**config.mk**
```make
export PLATFORM = sky130hd
export DESIGN_NAME = i2c_master_bit_engine
export DESIGN_NICKNAME = d
export VERILOG_FILES = /design/src/rtl/i2c_master_bit_engine.sv
export SDC_FILE = /design/constraint.sdc
export NUM_CORES = 1
export LEC_CHECK = 0
export ABC_AREA = 0
export CAP_MARGIN = 10
export CORE_UTILIZATION = 40
export CTS_BUF_LIST = sky130_fd_sc_hd__clkbuf_16
export DETAILED_ROUTE_END_ITERATION = 8
export GPL_TIMING_DRIVEN = 0
export MAX_ROUTING_LAYER = met4
export PLACE_DENSITY = 0.72
export SYNTH_ARGS = -nofsm -noshare
export SYNTH_HDL_FRONTEND = slang
export SYNTH_SLANG_ARGS = --single-unit
```
**constraint.sdc**
```tcl
create_clock -name clk -period 8.1 [get_ports clk]
set_input_delay 1.215 -clock clk [delete_from_list [all_inputs] [get_ports clk]]
set_output_delay 1.215 -clock clk [all_outputs]
set_load 0.005 [all_outputs]
```
**src/rtl/i2c_master_bit_engine.sv**
```systemverilog
// i2c_master_bit_engine: I2C master byte engine (START/WRITE/READ/STOP, stretch, arbitration); define I2C_STRETCH_TIMEOUT_EN for SCL stretch timeout
module i2c_master_bit_engine #(
  parameter int CLK_DIV = 250,
  parameter int STRETCH_MAX = 65535
) (
  input  logic       clk,
  input  logic       rst,
  input  logic       cmd_valid,
  output logic       cmd_ready,
  input  logic [2:0] cmd_op,
  input  logic [7:0] cmd_data,
  input  logic       cmd_ack_in,
  output logic       rsp_valid,
  output logic [7:0] rsp_data,
  output logic       rsp_nack,
  output logic       rsp_arb_lost,
  output logic       rsp_timeout,
  output logic       busy,
  output logic       bus_owned,
  output logic       scl_drive,
  output logic       sda_drive,
  input  logic       scl_in,
  input  logic       sda_in
);
  typedef enum logic [2:0] {IDLE, START, WBIT, WACK, RBIT, RACK, STOP, RESP} state_t;
  localparam int CW = $clog2(CLK_DIV);
  localparam logic [CW-1:0] LAST = CW'(CLK_DIV - 1);
  if (CLK_DIV < 2 || STRETCH_MAX < 1) begin : g_bad_param
    $error("i2c_master_bit_engine: CLK_DIV must be >= 2 and STRETCH_MAX >= 1");
  end
  state_t state_q, state_d;
  logic [1:0] q_q, q_d;
  logic [CW-1:0] cnt_q, cnt_d;
  logic [2:0] n_q, n_d, op_q, op_d;
  logic [7:0] dat_q, dat_d, sh_q, sh_d, rdata_q, rdata_d;
  logic ack_q, ack_d, nk_q, nk_d, scl_q, scl_d, sda_q, sda_d, ready_q, ready_d, busy_q, busy_d;
  logic rv_q, rv_d, rnack_q, rnack_d, rarb_q, rarb_d, rto_q, rto_d, own_q, own_d;
  logic bit_st, bit_d, stretch, hold, qend, samp, arb, to, abort;
  assign bit_st = state_q inside {WBIT, WACK, RBIT, RACK};
  assign bit_d = state_d inside {WBIT, WACK, RBIT, RACK};
  assign stretch = (state_q == START && q_q == 2'd0) || (bit_st && q_q == 2'd2) || (state_q == STOP && q_q == 2'd1);
  assign hold = stretch && !scl_in;
  assign qend = cnt_q == LAST && !hold;
  assign samp = qend && ((bit_st && q_q == 2'd2) || (state_q == START && !q_q[1]) || (state_q == STOP && q_q == 2'd3));
  assign arb = samp && !sda_in && ((state_q == WBIT && dat_q[3'd7 - n_q]) || state_q == START || state_q == STOP);
  assign abort = arb || to;
`ifdef I2C_STRETCH_TIMEOUT_EN
  localparam int TW = $clog2(STRETCH_MAX + 1);
  logic [TW-1:0] tc_q, tc_d;
  always_comb begin
    tc_d = (hold && scl_q) ? tc_q + 1'b1 : '0;
    to = hold && scl_q && tc_q == TW'(STRETCH_MAX - 1);
  end
  always_ff @(posedge clk) tc_q <= rst ? '0 : tc_d;
`else
  assign to = 1'b0;
`endif
  always_comb begin
    state_d = state_q;
    q_d = q_q;
    cnt_d = cnt_q;
    n_d = n_q;
    op_d = op_q;
    dat_d = dat_q;
    ack_d = ack_q;
    sh_d = sh_q;
    nk_d = nk_q;
    own_d = own_q;
    rdata_d = rdata_q;
    rnack_d = rnack_q;
    rarb_d = rarb_q;
    rto_d = rto_q;
    if (state_q == IDLE && cmd_valid && ready_q) begin
      op_d = cmd_op;
      dat_d = cmd_data;
      ack_d = cmd_ack_in;
      q_d = '0;
      cnt_d = '0;
      n_d = '0;
      sh_d = '0;
      nk_d = 1'b0;
      state_d = cmd_op == 3'd1 ? START : cmd_op == 3'd2 ? WBIT : cmd_op == 3'd3 ? RBIT : cmd_op == 3'd4 ? STOP : RESP;
    end else if (state_q == RESP) begin
      state_d = IDLE;
    end else if (state_q != IDLE) begin
      cnt_d = hold ? cnt_q : qend ? '0 : cnt_q + 1'b1;
      q_d = qend ? q_q + 2'd1 : q_q;
      if (samp && (state_q == WBIT || state_q == RBIT)) sh_d = {sh_q[6:0], sda_in};
      if (samp && state_q == WACK) nk_d = sda_in;
      if (qend && q_q == 2'd3) begin
        n_d = bit_st ? n_q + 3'd1 : n_q;
        state_d = state_q == WBIT ? (n_q == 3'd7 ? WACK : WBIT) : state_q == RBIT ? (n_q == 3'd7 ? RACK : RBIT) : RESP;
        own_d = state_q == START ? 1'b1 : state_q == STOP ? 1'b0 : own_q;
      end
      if (abort) begin
        state_d = RESP;
        own_d = 1'b0;
      end
    end
    if (state_d == RESP && state_q != RESP) begin
      rdata_d = (op_d == 3'd3 || arb) ? sh_d : 8'd0;
      rnack_d = (op_d == 3'd2 && nk_d) || op_d == 3'd0 || op_d > 3'd4;
      rarb_d = arb;
      rto_d = to;
    end
    scl_d = abort ? 1'b1 : state_d == START ? q_d != 2'd3 : state_d == STOP ? q_d != 2'd0 : bit_d ? q_d[1] : scl_q && !bit_st;
    sda_d = abort ? 1'b1 : state_d == START ? !q_d[1] : state_d == STOP ? q_d == 2'd3 :
            state_d == WBIT ? dat_d[3'd7 - n_d] : state_d == RACK ? ack_d : bit_d ? 1'b1 : sda_q;
    ready_d = state_d == IDLE;
    busy_d = state_d != IDLE;
    rv_d = state_d == RESP;
  end
  always_ff @(posedge clk) begin
    if (rst) begin
      state_q <= IDLE;
      q_q <= '0;
      cnt_q <= '0;
      n_q <= '0;
      op_q <= '0;
      dat_q <= '0;
      ack_q <= 1'b0;
      sh_q <= '0;
      nk_q <= 1'b0;
      own_q <= 1'b0;
      rdata_q <= '0;
      rnack_q <= 1'b0;
      rarb_q <= 1'b0;
      rto_q <= 1'b0;
      scl_q <= 1'b1;
      sda_q <= 1'b1;
      ready_q <= 1'b0;
      busy_q <= 1'b0;
      rv_q <= 1'b0;
    end else begin
      state_q <= state_d;
      q_q <= q_d;
      cnt_q <= cnt_d;
      n_q <= n_d;
      op_q <= op_d;
      dat_q <= dat_d;
      ack_q <= ack_d;
      sh_q <= sh_d;
      nk_q <= nk_d;
      own_q <= own_d;
      rdata_q <= rdata_d;
      rnack_q <= rnack_d;
      rarb_q <= rarb_d;
      rto_q <= rto_d;
      scl_q <= scl_d;
      sda_q <= sda_d;
      ready_q <= ready_d;
      busy_q <= busy_d;
      rv_q <= rv_d;
    end
  end
  assign cmd_ready = ready_q;
  assign rsp_valid = rv_q;
  assign rsp_data = rdata_q;
  assign rsp_nack = rnack_q;
  assign rsp_arb_lost = rarb_q;
  assign rsp_timeout = rto_q;
  assign busy = busy_q;
  assign bus_owned = own_q;
  assign scl_drive = scl_q;
  assign sda_drive = sda_q;
endmodule

```
==> results of run 1 <==
-- per-stage QoR --
stage | util | area [sq um] | setup WS (ns) | total power (W) | cells
global route | 0.503 | 3430 | 4.50 | 0.000591 | 467
detailed placement | 0.478 | 3270 | 4.36 | 0.000334 | 459
CTS | 0.503 | 3430 | 4.64 | 0.000573 | 467
floorplan | - | 2840 | 5.24 | 0.000311 | 332
finish | 0.503 | 3430 | 4.63 | 0.000570 | 467
global placement | 0.478 | 3270 | 4.38 | 0.000333 | 459
-- worst max-delay path, cell delays in order --
cell             delay [ns]
clkdlybuf4s50_1        0.54
inv_1                  0.11
a2111oi_4              0.55
xnor2_1                0.32
mux2i_1                0.27
a211oi_1               0.09
a2111oi_2              0.41
o21ai_1                0.12
-- area by class of cell --
class                   count  area (sq um)
inverters                   7          26.3
well taps                  96           120
clock buffers               5           125
clock inverters             3          42.5
flip-flops and latches     53          1060
repair buffers             31           310
multi-input cells         254          1660
fillers                   691          3400
plain buffers              18          88.8
-- cell usage after synthesis, types with 2 or more instances --
cell type / n
a211oi_1: 4
a21oi_1: 20
a21oi_2: 2
a31oi_1: 3
a32oi_1: 2
and2_1: 3
buf_1: 2
buf_2: 5
buf_4: 2
clkbuf_1: 8
dfxtp_1: 53
ha_1: 8
inv_1: 7
mux2_2: 2
mux2i_1: 21
nand2_1: 39
nand2b_1: 6
nand3_1: 4
nand3b_1: 6
nand4_1: 3
nor2_1: 41
nor2_2: 2
nor2b_1: 4
nor3_1: 12
nor3_2: 2
nor4_1: 2
o211a_1: 2
o211ai_1: 3
o21ai_0: 9
o21ai_1: 4
o22a_1: 8
or2_0: 2
or3_1: 4
xnor2_1: 4
xor2_1: 5
-- layer usage --
metal	track usage	vias to the layer above
met5	-	-
met4	0.0485	0
met3	0.0362	8
met2	0.301	43
met1	0.254	1186
li1	-	1253
-- registers in the layout (all words and copies together) (netlist names) --
name	count
cnt_q	8
dat_q	8
rsp_data	8
sh_q	8
n_q	3
op_q	3
state_q	3
q_q	2
ack_q	1
bus_owned	1
busy	1
cmd_ready	1
nk_q	1
rsp_arb_lost	1
rsp_nack	1
rsp_valid	1
scl_drive	1
sda_drive	1
-- worst paths after layout --
| path | cells after the start | slack [ns] | from | end |
|---|---|---|---|---|
| max | 8 | 4.63 | scl_in | sda_drive$_SDFFE_PP1P_ |
| max reg2reg | 10 | 5.05 | q_q[0]$_SDFF_PP0_ | sda_drive$_SDFFE_PP1P_ |
| min | 2 | 0.46 | rsp_nack$_SDFFE_PP0P_ | rsp_nack$_SDFFE_PP0P_ |
| min reg2reg | 2 | 0.46 | rsp_nack$_SDFFE_PP0P_ | rsp_nack$_SDFFE_PP0P_ |
-- power groups by stage --
stage	Sequential, W	Clock [W]	Combinational [W]
after floorplan	0.000275	0	0.0000361
after global placement	0.000276	0	0.0000574
after detailed placement	0.000276	0	0.0000580
after CTS	0.000270	0.000244	0.0000586
after global routing	0.000270	0.000255	0.0000652
final	0.000270	0.000242	0.0000585
-- kinds of logic (layout without fill, tap and decap cells) --
kind of cell	after synthesis	after routing
simple gates	141	141
compound gates	70	70
flops	53	53
buf+inv	25	64
mux	24	24
fa+ha+maj	9	9
xor+xnor	9	9
other cells	1	1
==> flow_metrics.tcl, run 1 <==
set metrics [dict create \
    status "finished, final reports clean" \
    place.port_buffers 31 \
    antenna_diode_instance_count 0 \
    sink_count_of_the_clock_tree 53 \
    synth_edf_count 0 \
    drt.antenna.violating_nets 0 \
    switching_power_w 0.000134 \
    timing.critical_path.required_ns 8.27 \
    synth_top_family_by_area "simple AND/OR/NAND/NOR gates" \
    timing.setup.tns_ns 0 \
    layout_worst_path_cycle_share 0.428 \
    synth_async_sr_flop_share 0 \
    worst_slew_margin_rel 0.626 \
    max_slew.worst_pin.slew_ns 0.561 \
    maxCapViolations 0 \
    cts_hold_buffers 0 \
    power_density_nw_per_um2 166 \
    core_region_area_sq_um 6830 \
    design.final.nets 395 \
    switching_share 0.235 \
    synthMuxAreaShare 0.0900 \
    worstSetupEndpointType "register" \
    worst-path-max-fanout 7 \
    antenna_violations_before_repair 0 \
    timing.clock.skew_ns 0.00710 \
    synth.ff_latch_count 53 \
    min_period_ns 3.47 \
    synth_seq_area_share 0.374 \
    synth.avg_cell_area_sq_um 8.54 \
    number_of_buffers_between_clock_root_and_the_deepest_sink 2 \
    power.sequential.fraction 0.473 \
    unrepaired_setup_endpoints_after_global_routing "false" \
    power.static_leakage_nw 1.33 \
    syn-num-nets 357 \
    total_vias_in_the_final_route 2490 \
    vias_per_cell 5.33 \
    holdWs_ns 0.461 \
    peakVddDrop_uv 89.2 \
    synth-main-ff-cell "dfxtp_1" \
    synth-simple-area-share 0.251 \
    initial_core_util 0.415 \
    worst_setup_hold_path_clk_slew_ns 0.07 \
    die_h_microns 86.2 \
    numCtsBuffers 5 \
    ys_warn_count 0 \
    detailedPlacementHpwl_microns 4780 \
    ys_top_cells_by_area "dfxtp_1, mux2i_1, nor2_1, nand2_1, a21oi_1" \
    setup-violations-final 0 \
    first_pass_grt_wire_length_microns 10900 \
    post_synth_xor_area_fraction 0.0278 \
    synth_adder_area_share 0.0388 \
    place_congestion 0.892 \
    clock_power_share 0.424 \
    cts-root-buf "clkbuf_16" \
    finalWirelength_microns 6420 \
    io_pins 34 \
    timing.critical_path.from_type "primary input" \
    dieArea_sq_um 7430 \
    maximum_achievable_frequency_mhz 288 \
    part_of_the_total_power_dissipated_in_combinational_logic 0.103 \
    post_route_m1_wl_microns 3160 \
    row_count 30 \
    yosys.area.top_type "dfxtp_1" \
    mostFrequentLayoutCell "dfxtp_1" \
    cts_setup_buffers 0 \
    path_class "primary input to register" \
    layout.cells.most_common_list "dfxtp_1, nor2_1, nand2_1" \
    wire_per_inst_microns 13.7 \
    drt_first_pass_iters 4 \
    grt_start_max_net_pins 17 \
    area_growth_syn_to_layout_pct 21.1 \
    drt-initial-drc-count 105 \
    yosys.cell_types.count 63 \
    post-route-drc-count 0 \
    clk_latency_ns 0.29 \
    synth.cell_area_sq_um 2840 \
    synth_top_cell_area_share 0.374 \
    htree_levels 2 \
    cts.repair.resized 0 \
    complex_gate_fraction_of_the_synthesized_area 0.176 \
    layout-drive-gt1-share 0.0916 \
    intPower_w 0.000436 \
    drv_slew 0 \
    tritoncts "yes" \
    hold_violations 0 \
    residual_overflow_from_global_routing 0 \
    route.met2.wl_microns 2940 \
    hp-class "register to register" \
    die_w_microns 86.2 \
    first_global_vias 2286 \
    route.top_layer_used "met4" \
    dr_wl_met3_microns 244 \
    grtUsageTotal 0.191 \
    worst_ep_arrival_time_ns 3.63 \
    syn-instance-count 332 \
]
No activity file was read; power rests on OpenSTA's default activity.
==> inputs of run 2 (changes only) <==
==> constraint.sdc (replaced) <==
create_clock -name clk -period 3.2 [get_ports clk]
set_input_delay 0.48 -clock clk [delete_from_list [all_inputs] [get_ports clk]]
set_output_delay 0.48 -clock clk [all_outputs]
set_load 0.005 [all_outputs]
==> flow_metrics.tcl, run 2 (same netlist as run 1, synthesis figures left out) <==
set metrics [dict create \
    worstSetupEndpointType "register" \
    unrepaired_setup_endpoints_after_global_routing "false" \
    detailedPlacementHpwl_microns 4780 \
    first_global_vias 2286 \
    post-place-cells 459 \
    worst-path-max-fanout 7 \
    power.static_leakage_nw 1.33 \
    mostFrequentLayoutCell "dfxtp_1" \
    drt-initial-drc-count 126 \
    finish.cell_count_without_fillers 467 \
    initial_core_util 0.415 \
    p_total_w 0.00144 \
    wire_per_inst_microns 13.8 \
    drt.antenna.violating_nets 0 \
    cts_hold_buffers 0 \
    finalInstanceArea_sq_um 3440 \
    cts_setup_buffers 0 \
    path_class "register to register" \
    timing.critical_path.from_type "register" \
    hold_violations 0 \
    holdWs_ns 0.461 \
    cts.repair.resized 0 \
    total_vias_in_the_final_route 2509 \
    timing.setup.tns_ns 0 \
    timing.critical_path.required_ns 3.37 \
    place.port_buffers 31 \
    io_pins 34 \
    max_slew.worst_pin.slew_ns 0.563 \
    n_fill_cell 691 \
    timing.clock.skew_ns 0.00559 \
    die_w_microns 86.2 \
    tritoncts "yes" \
    number_of_buffers_between_clock_root_and_the_deepest_sink 2 \
    layout.cells.most_common_list "dfxtp_1, nor2_1, nand2_1" \
    hp-class "register to register" \
    layout_worst_path_cycle_share 0.933 \
    residual_overflow_from_global_routing 0 \
    power_density_nw_per_um2 419 \
    maximum_achievable_frequency_mhz 335 \
    grtUsageTotal 0.191 \
    maxCapViolations 0 \
    status "finished, final reports clean" \
    cts-root-buf "clkbuf_16" \
    finalWirelength_microns 6420 \
    antenna_violations_before_repair 0 \
    drt_first_pass_iters 4 \
    grt_start_max_net_pins 17 \
    min_period_ns 2.98 \
    numCtsBuffers 5 \
    placement.cell_area_sq_um 3270 \
    sink_count_of_the_clock_tree 53 \
    setup-violations-final 0 \
    core_region_area_sq_um 6830 \
    htree_levels 2 \
    post-route-drc-count 0 \
    layout-drive-gt1-share 0.0916 \
    dieArea_sq_um 7430 \
    drv_slew 0 \
    antenna_diode_instance_count 0 \
    clk_latency_ns 0.29 \
    vias_per_cell 5.37 \
    peakVddDrop_uv 226 \
    worst_slew_margin_rel 0.625 \
    place_congestion 0.892 \
    die_h_microns 86.2 \
    row_count 30 \
    area_growth_syn_to_layout_pct 21.4 \
    design.final.nets 395 \
    first_pass_grt_wire_length_microns 10900 \
    worst_setup_hold_path_clk_slew_ns 0.07 \
    worst_ep_arrival_time_ns 3.15 \
]
## run 2: cell types whose count changed in the layout (fill, tap and decap cells not counted)
cell,previous run,this run
nor4_4,0,1
nor4_2,1,0
## run 2: area by class of cell
cell class | instances | area, sq um | area share
tap | 96 | 120 | 0.0349
timing repair buffer | 31 | 310 | 0.0901
sequential | 53 | 1060 | 0.308
multi-input combinational | 254 | 1670 | 0.485
clock buffer | 5 | 125 | 0.0363
buffer | 18 | 88.8 | 0.0258
inverter | 7 | 26.3 | 0.00763
clock inverter | 3 | 42.5 | 0.0124
## run 2: power breakdown
group | switching (W) | internal [W]
sequential | 0.00000965 | 0.000674
combinational | 0.0000858 | 0.0000628
clock | 0.000244 | 0.000368
total | 0.000339 | 0.00110
## run 2: layer usage
layer  track usage  vias to the layer above  routed length, microns
met3        0.0362                       12                     347
met5             -                        -                       0
met4        0.0485                        0                      87
met1         0.254                     1176                    3070
li1              -                     1251                       -
met2         0.301                       70                    2910
## run 2: worst paths after layout
check,to,from,slack (ns),depth (start not counted)
setup / recovery,sda_drive$_SDFFE_PP1P_,q_q[0]$_SDFF_PP0_,0.22,10
setup reg to reg,sda_drive$_SDFFE_PP1P_,q_q[0]$_SDFF_PP0_,0.22,10
hold reg to reg,rsp_nack$_SDFFE_PP0P_,rsp_nack$_SDFFE_PP0P_,0.46,2
hold / removal,rsp_nack$_SDFFE_PP0P_,rsp_nack$_SDFFE_PP0P_,0.46,2
## run 2: stage by stage
stage | util | setup slack (ns)
after floorplan | - | 0.549
after global placement | 0.478 | 0.211
after detailed placement | 0.478 | 0.198
after CTS | 0.503 | 0.157
after global routing | 0.504 | 0.0248
final | 0.504 | 0.216
## run 2: critical path, stage by stage, from the launching register on
cell and delay [ns]:
dfxtp_1 0.42, inv_1 0.11, ha_1 0.24, a21oi_2 0.18, a32oi_1 0.14, a2111oi_4 0.58, xnor2_1 0.32, mux2i_1 0.27
a211oi_1 0.09, a2111oi_2 0.40, o21ai_1 0.12
